===== src/rtl/reg_write_scoreboard.sv =====
// Register write scoreboard: tracks pending scalar/vector register writes,
// blocks RAW/WAW hazards at issue and emits fixed-latency writeback strobes.
module reg_write_scoreboard #(
  parameter int REG_ADDR_W  = 4,
  parameter int WB_LAT      = 3,
  parameter int VEC_OP_MIN  = 12,
  parameter int LOAD_S_CODE = 0,
  parameter int LOAD_V_CODE = 15
) (
  input  logic                           clk,
  input  logic                           rst_n,
  input  logic                           issue_valid,
  input  logic [1:0]                     op_type,
  input  logic [3:0]                     op_code,
  input  logic [REG_ADDR_W-1:0]          rd,
  input  logic [REG_ADDR_W-1:0]          rs1,
  input  logic [REG_ADDR_W-1:0]          rs2,
  input  logic                           rs_vec,
  input  logic                           flush,
  output logic                           issue_ready,
  output logic                           stall,
  output logic                           wb_we,
  output logic                           wb_we_v,
  output logic [REG_ADDR_W-1:0]          wb_rd,
  output logic [2**REG_ADDR_W-1:0]       busy_s,
  output logic [2**REG_ADDR_W-1:0]       busy_v,
  output logic [$clog2(WB_LAT+1)-1:0]    pending_cnt
);

  localparam int NREG  = 2**REG_ADDR_W;
  localparam int CNT_W = $clog2(WB_LAT+1);
  localparam logic [NREG-1:0] NOT_REG0 = {{(NREG-1){1'b1}}, 1'b0};

  logic isScalar;
  logic isVector;
  logic hazard;
  logic acceptS;
  logic acceptV;
  logic acceptW;
  logic wbActive;

  logic [WB_LAT-1:0]                 stgWe;
  logic [WB_LAT-1:0]                 stgWeV;
  logic [WB_LAT-1:0][REG_ADDR_W-1:0] stgRd;

  logic [NREG-1:0] busyS;
  logic [NREG-1:0] busyV;
  logic [NREG-1:0] busySNext;
  logic [NREG-1:0] busyVNext;
  logic [NREG-1:0] rdHot;
  logic [NREG-1:0] wbHot;
  logic [NREG-1:0] srcBusy;
  logic [CNT_W-1:0] pendingCnt;
  logic [CNT_W-1:0] pendingNext;

  always_comb begin
    isScalar = 1'b0;
    isVector = 1'b0;
    if (rd != '0) begin
      if (!op_type[1]) begin
        if (int'(op_code) < VEC_OP_MIN) isScalar = 1'b1;
        else                            isVector = 1'b1;
      end else if (op_type == 2'b10) begin
        if (int'(op_code) == LOAD_S_CODE)      isScalar = 1'b1;
        else if (int'(op_code) == LOAD_V_CODE) isVector = 1'b1;
      end
    end
  end

  genvar gi;
  generate
    for (gi = 0; gi < NREG; gi++) begin : g_hot
      assign rdHot[gi] = (rd == REG_ADDR_W'(gi));
      assign wbHot[gi] = (stgRd[WB_LAT-1] == REG_ADDR_W'(gi));
    end
  endgenerate

  // The writeback stage keeps its register busy through its strobe cycle (no bypass).
  assign srcBusy = rs_vec ? busyV : busyS;
  assign hazard  = srcBusy[rs1] | srcBusy[rs2] |
                   (isScalar & busyS[rd]) | (isVector & busyV[rd]);

  assign issue_ready = issue_valid & ~hazard & ~flush;
  assign stall       = issue_valid & ~issue_ready;

  assign acceptS  = issue_ready & isScalar;
  assign acceptV  = issue_ready & isVector;
  assign acceptW  = acceptS | acceptV;
  assign wbActive = stgWe[WB_LAT-1] | stgWeV[WB_LAT-1];

  always_ff @(posedge clk or negedge rst_n) begin
    if (!rst_n) begin
      stgWe  <= '0;
      stgWeV <= '0;
      stgRd  <= '0;
    end else if (flush) begin
      // The stage strobing now retires at this edge; everything younger is dropped.
      stgWe  <= '0;
      stgWeV <= '0;
      stgRd  <= '0;
    end else begin
      stgWe[0]  <= acceptS;
      stgWeV[0] <= acceptV;
      stgRd[0]  <= acceptW ? rd : '0;
      for (int i = 1; i < WB_LAT; i++) begin
        stgWe[i]  <= stgWe[i-1];
        stgWeV[i] <= stgWeV[i-1];
        stgRd[i]  <= stgRd[i-1];
      end
    end
  end

  always_comb begin
    logic [NREG-1:0] keepS;
    logic [NREG-1:0] keepV;
    logic [NREG-1:0] clrS;
    logic [NREG-1:0] clrV;
    logic [CNT_W-1:0] keepCnt;
    clrS  = stgWe[WB_LAT-1]  ? wbHot : '0;
    clrV  = stgWeV[WB_LAT-1] ? wbHot : '0;
    // Flush keeps only the writeback in progress, which then retires normally.
    keepS = flush ? (busyS & clrS) : busyS;
    keepV = flush ? (busyV & clrV) : busyV;
    busySNext = ((keepS & ~clrS) | (acceptS ? rdHot : '0)) & NOT_REG0;
    busyVNext = ((keepV & ~clrV) | (acceptV ? rdHot : '0)) & NOT_REG0;

    keepCnt = flush ? (wbActive ? CNT_W'(1) : '0) : pendingCnt;
    pendingNext = keepCnt;
    if (acceptW && !wbActive)      pendingNext = keepCnt + CNT_W'(1);
    else if (!acceptW && wbActive) pendingNext = keepCnt - CNT_W'(1);
  end

  always_ff @(posedge clk or negedge rst_n) begin
    if (!rst_n) begin
      busyS      <= '0;
      busyV      <= '0;
      pendingCnt <= '0;
    end else begin
      busyS      <= busySNext;
      busyV      <= busyVNext;
      pendingCnt <= pendingNext;
    end
  end

  assign wb_we       = stgWe[WB_LAT-1];
  assign wb_we_v     = stgWeV[WB_LAT-1];
  assign wb_rd       = stgRd[WB_LAT-1];
  assign busy_s      = busyS;
  assign busy_v      = busyV;
  assign pending_cnt = pendingCnt;

endmodule


===== config.mk =====
export PLATFORM = sky130hd
export DESIGN_NAME = reg_write_scoreboard
export DESIGN_NICKNAME = d
export VERILOG_FILES = /design/src/rtl/reg_write_scoreboard.sv
export SDC_FILE = /design/constraint.sdc
export NUM_CORES = 1
export LEC_CHECK = 0
export ABC_AREA = 1
export CAP_MARGIN = 20
export CORE_MARGIN = 2
export CORE_UTILIZATION = 32
export DETAILED_ROUTE_END_ITERATION = 8
export PLACE_DENSITY_LB_ADDON = 0.2
export SETUP_SLACK_MARGIN = 0.1
export SYNTH_ARGS = -nofsm -noshare
export SYNTH_HDL_FRONTEND = slang
export SYNTH_SLANG_ARGS = --single-unit

===== constraint.sdc =====
create_clock -name clk -period 1.7 [get_ports clk]
set_input_delay 0.17 -clock clk [delete_from_list [all_inputs] [get_ports clk]]
set_output_delay 0.17 -clock clk [all_outputs]
set_load 0.02 [all_outputs]

== After elaboration in Yosys (flattened, before gate mapping) ==
Index checks and enable logic that the tools add are counted.
Operators by class
  add/subtract/negate cells: 2
  order comparisons: 4
  equal/unequal tests: 32
  mux-type cells: 34
  bitwise logic cells: 23
  reductions and logical operators: 8
Operator list (count)
  16-bit 2-to-1 mux: 7
  16-bit bitwise AND: 4
  4-bit equality test (second input constant): 16
  4-bit by 3-bit equality test with 1-bit output (second input constant): 8
  16-bit NOT: 2
  16-bit bitwise OR: 2
  1-bit binary-select mux with 4-bit select: 4
  4-bit by 2-bit equality test with 1-bit output (second input constant): 4
  1-bit 2-to-1 mux: 16
  4-bit by 5-bit less-than comparator with 1-bit output (second input constant): 3
  4-bit by 1-bit equality test with 1-bit output (second input constant): 3
  4-bit logical NOT: 3
  12-bit 2-to-1 mux: 1
  1-bit bitwise AND: 7
  2-bit 2-to-1 mux: 3
  3-bit 2-to-1 mux: 2
  1-bit bitwise OR: 5
  4-bit less-than comparator (second input constant): 1
  4-bit 2-to-1 mux: 1
  4-bit nonzero test: 1
  1-bit NOT: 3
  2-bit by 1-bit adder with 2-bit output (second input constant): 1
  2-bit equality test (second input constant): 1
  1-bit logical AND: 2
  other kinds (2): 3
Word-level totals
  flip-flop bits (word level): 50
  output and inout bits: 42
  logic and storage cells: 111

== Depth between registers and ports, before layout ==
  depth after elaboration: 17
  gate-level depth with buffers: 18
  gate-level depth less buffers: 17

== Least setup slack after synthesis ==
OpenSTA, ideal clock, no wires.
  path type: register -> output
  from: register busyS[8] (netlist: busy_s[8])
  to: output port stall
  arrival: 1.552 ns
  setup slack: -0.022 ns
  stages on the path, launching flop included: 10
  path buffers: 0
  cell sequence: dfrtp_1 > inv_1 > o21ai_0 > nand2_1 > nand3_1 > nor2_1 > nor2_1 > nor2_2 > and2_4 > nor2_1
Between the ends
  word-level cells in the longest chain between the ends: 11
  elaborated cells between the ends (all ways): 16
  classes of those cells: mux (7); bitwise (9)
Ends and longest elaborated chain
  from (decl): line 46  | logic [NREG-1:0] busyS;
  from (signal assigned): line 139  | busyS <= busySNext;
  16-bit 2-to-1 mux: line 79  | assign srcBusy = rs_vec ? busyV : busyS;
  1-bit binary-select mux with 4-bit select: line 80  | assign hazard = srcBusy[rs1] | srcBusy[rs2] |
  1-bit 2-to-1 mux (implied by the code): line 80
  1-bit bitwise OR: line 80
  1-bit bitwise OR (*): line 80
  1-bit bitwise OR (*): line 81  | (isScalar & busyS[rd]) | (isVector & busyV[rd]);
  1-bit NOT (*): line 83  | assign issue_ready = issue_valid & ~hazard & ~flush;
  1-bit bitwise AND (*) (2 in series): line 83
  net issue_ready: line 20  | output logic issue_ready,
  1-bit NOT (*): line 84  | assign stall = issue_valid & ~issue_ready;
  1-bit bitwise AND (*): line 84
  to (decl): line 21  | output logic stall,
The timed path passes the listed nets; every way through them passes the cells marked *. The select of a mux whose other input is x is not followed.

== Final worst setup path ==
  from: register busyV[6] (netlist: busy_v[6])
  to: output port stall
Between the ends
  word-level cells in the longest chain between the ends: 11
  elaborated cells between the ends (all ways): 16
  classes of those cells: mux (7); bitwise (9)
Ends and longest elaborated chain
  from (decl): line 47  | logic [NREG-1:0] busyV;
  from (signal assigned): line 140  | busyV <= busyVNext;
  16-bit 2-to-1 mux: line 79
  1-bit binary-select mux with 4-bit select: line 80
  1-bit 2-to-1 mux (implied by the code): line 80
  1-bit bitwise OR (2 in series): line 80
  1-bit bitwise OR (*): line 81
  1-bit NOT (*): line 83
  1-bit bitwise AND (*) (2 in series): line 83
  1-bit NOT (*): line 84
  1-bit bitwise AND (*): line 84
Mark *: on every way between the ends. The rest lies on a longest branch, timed or not. The select of a mux whose other input is x is not followed.

==> metrics.md <==
| Metric | Value |
|---|---|
| CTS tree | `done` |
| Hold Path Class | `input port to asynchronous set/reset pin` |
| Largest net degree at the start of global routing | `33` |
| Nets | `620` |
| CTS HTree Levels | `2` |
| Core Region | `0.00968 mm^2` |
| Average size of a mapped cell | `6.96 um^2` |
| Global Route Usage Sum | `0.213` |
| Layout fillers | `957` |
| Highest clock rate | `0.493 GHz` |
| First-pass GRT wire length | `18500 um` |
| Clk sink count | `50` |
| Most frequent cells in the layout | `nand2_1 (138), buf_4 (83), inv_1 (62)` |
| Critical Path Source | `busy_v[6]` |
| Post-Synth Adder-Cell Area | `0` |
| Max-Cap Viols | `0` |
| Area share of the largest cell type after synthesis | `0.394` |
| Status | `finished, violations left` |
| Power consumption | `0.00245 W` |
| Critical-path maximum fanout | `4` |
| Vias per cell | `4.92` |
| Final GP Congestion | `0.995` |
| Synth Area in Compound Gates | `0.141` |
| Yosys warns | `0` |
| Yosys top cell by area | `dfrtp_1` |
| DRT antenna net count | `0` |
| Leak Pwr | `2.50 nW` |
| Main combinational cell family by area after synthesis | `simple AND/OR/NAND/NOR gates` |
| Reg2Reg Depth | `11` |
| Pwr per Cell Area | `511 mW/mm^2` |
| Routed WL | `11300 um` |
| Post-Synthesis Cells | `456` |
| CTS root buf | `clkbuf_8` |
| Slew headroom | `0.657` |
| Failing checks | `setup timing` |
| Worst R2R Start | `busy_v[6]` |
| WP data required | `1.53 ns` |
| Reg2reg end | `busy_v[6]` |
| Initial core utilization | `0.328` |
| CP endpoint kind | `output pin` |
| DRC viols | `0` |
| Tcrit/Tclk final | `1.19` |
| Chip height | `104 um` |
| Synth unique cells | `30` |
| Top area cells in the synthesized netlist | `dfrtp_1 (39%), nand2_1 (17%), inv_1 (7.6%)` |
| Mux contribution to synthesized area | `0` |
| Setup CP Type | `flop to output pin` |
| Simple-Gate Fraction of Synth Area | `0.325` |
| Vias in the first global route | `3571` |
| Die Width | `104 um` |
| Reg2reg setup slack | `-0.28 ns` |
| IO Count | `65` |
| Post-layout min period | `2.03 ns` |
| Post-Synth XOR/XNOR Area | `0.00986` |
| Hold violation total from the final report | `0` |
| Fraction of layout cells with a size suffix above 1 | `0.268` |
| Clk_skew | `0.0127 ns` |
| Worst-Margin Slew | `0.514 ns` |
| Vias | `3595` |
| Worst-skew pair later-pin latency | `0.31 ns` |
| Leading cell type in the layout, fill and taps excluded | `nand2_1` |
| CTS clk-pin slew, worst paths | `0.09 ns` |
| WL/cell | `15.5 um` |
| GRT overflow | `0` |
| Yosys reg bits | `50` |
| Initial antenna violation count | `0` |
| Post-Place Setup Slack | `-0.992 ns` |
| Die area | `0.0107 mm^2` |
| DR pass1 iterations | `5` |
| CTS max path bufs | `2` |
| Final worst slack | `-0.329 ns` |
| Initial DRC Count | `347` |
| Hpwl dp | `8520 um` |
| Worst vdd ir | `283 uV` |
| Antenna Diode Count | `0` |
| TritonCTS buffer count | `5` |
| Cell area after synthesis | `0.00317 mm^2` |
| Seq/Total Area, Yosys | `0.394` |
| Setup violators final | `40` |
| Slew Viols, Final | `0` |
| Worst Path Arrival | `1.86 ns` |
| Area growth syn-to-layout | `51.2%` |
| Startpoint Class | `flop` |
| Port-buffer cells | `62` |
| RSZ-0062 raised after global routing | `true` |
| Num rows | `36` |
-- state kept, by name (all words and copies together), names as in the netlist --
| signal | cells |
|---|---|
| stgRd | 8 |
| stgWeV | 3 |
| pending_cnt | 2 |
| busy_v | 15 |
| busy_s | 15 |
| stgWe | 3 |
| wb_rd | 4 |
-- worst max-delay path by stage --
stage	slack, ns	to	cells past startpoint
3_3_place_gp	-1.07	stall	11
3_5_place_dp	-0.99	stall	11
5_1_grt	-0.48	stall	15
6_report	-0.33	stall	10
4_1_cts	-0.34	stall	15
2_1_floorplan	0.04	busy_s[13]	10
-- critical path, stage by stage (launching register included) --
cell,delay (ns)
dfrtp_1,0.43
o21ai_0,0.27
nand2_1,0.09
nand2_1,0.08
nand2_1,0.05
nand2_1,0.07
o21bai_2,0.09
nor2_2,0.13
and2_4,0.18
nor2_2,0.04
buf_6,0.12
-- kinds of logic after synthesis --
kind of cell	after synthesis
xor gates and xnor gates	2
DFF	50
and+or+nand+nor	247
AOI/OAI and AO/OA	68
buffers and inverters	88
other	1
-- synth_stat cells (all sizes together) --
cell and n:
nand3 41, o22ai 2, nand3b 2, clkbuf 7
buf 15, o21ai 28, and2 1, o21bai 1
dfrtp 50, xor2 1, a21oi 8, and3 1
xnor3 1, o32ai 10, clkinv 1, nand2 143
o211ai 19, nor3 10, inv 65, conb 1
nor2 48, or2 1
-- metrics by stage --
step / std cells / hold slack [ns] / utilization / setup TNS [ns] / cell area [um^2]
floorplan: 457 / -0.126 / - / 0 / 3220
global placement: 715 / 0.163 / 0.465 / -32.00 / 4500
detailed placement: 715 / 0.168 / 0.465 / -29.23 / 4500
global route: 731 / 0.399 / 0.495 / -15.23 / 4800
CTS: 728 / 0.370 / 0.484 / -8.12 / 4690
finish: 731 / 0.363 / 0.495 / -8.99 / 4800
-- timing repair --
| action | CTS | global route |
|---|---|---|
| setup endpoints to repair | 55 | 50 |
| hold buffers | 1 | 0 |
| gates cloned | 1 | 1 |
| hold endpoints to repair | 18 | 0 |
| pin swaps | 7 | 5 |
| buffers inserted | 4 | 3 |
| gates resized for setup | 59 | 34 |
-- metal layers --
metal / wire [um] / up-vias / track usage
met2: 5280 / 143 / 0.345
met5: 0 / - / 0
li1: - / 1739 / -
met4: 250 / 0 / 0.0666
met3: 762 / 22 / 0.0327
met1: 5060 / 1691 / 0.295
-- final cells by class --
class	count	area [um^2]	share of cell area
Clock buffer	6	72.6	0.0151
Clock inverter	2	13.8	0.00287
Inverter	66	255	0.0532
Multi-Input combinational cell	320	1650	0.344
Sequential cell	50	1280	0.266
Tap cell	133	166	0.0347
Timing Repair Buffer	154	1360	0.284
-- where the power goes --
group | internal [W] | leakage, nW | total (W) | switching [W]
logic | 0.000230 | 1.79 | 0.000526 | 0.000296
clock network | 0.000295 | 0.0456 | 0.000718 | 0.000423
registers | 0.00120 | 0.661 | 0.00121 | 0.00000760
Power figures use the tool's default switching activity.
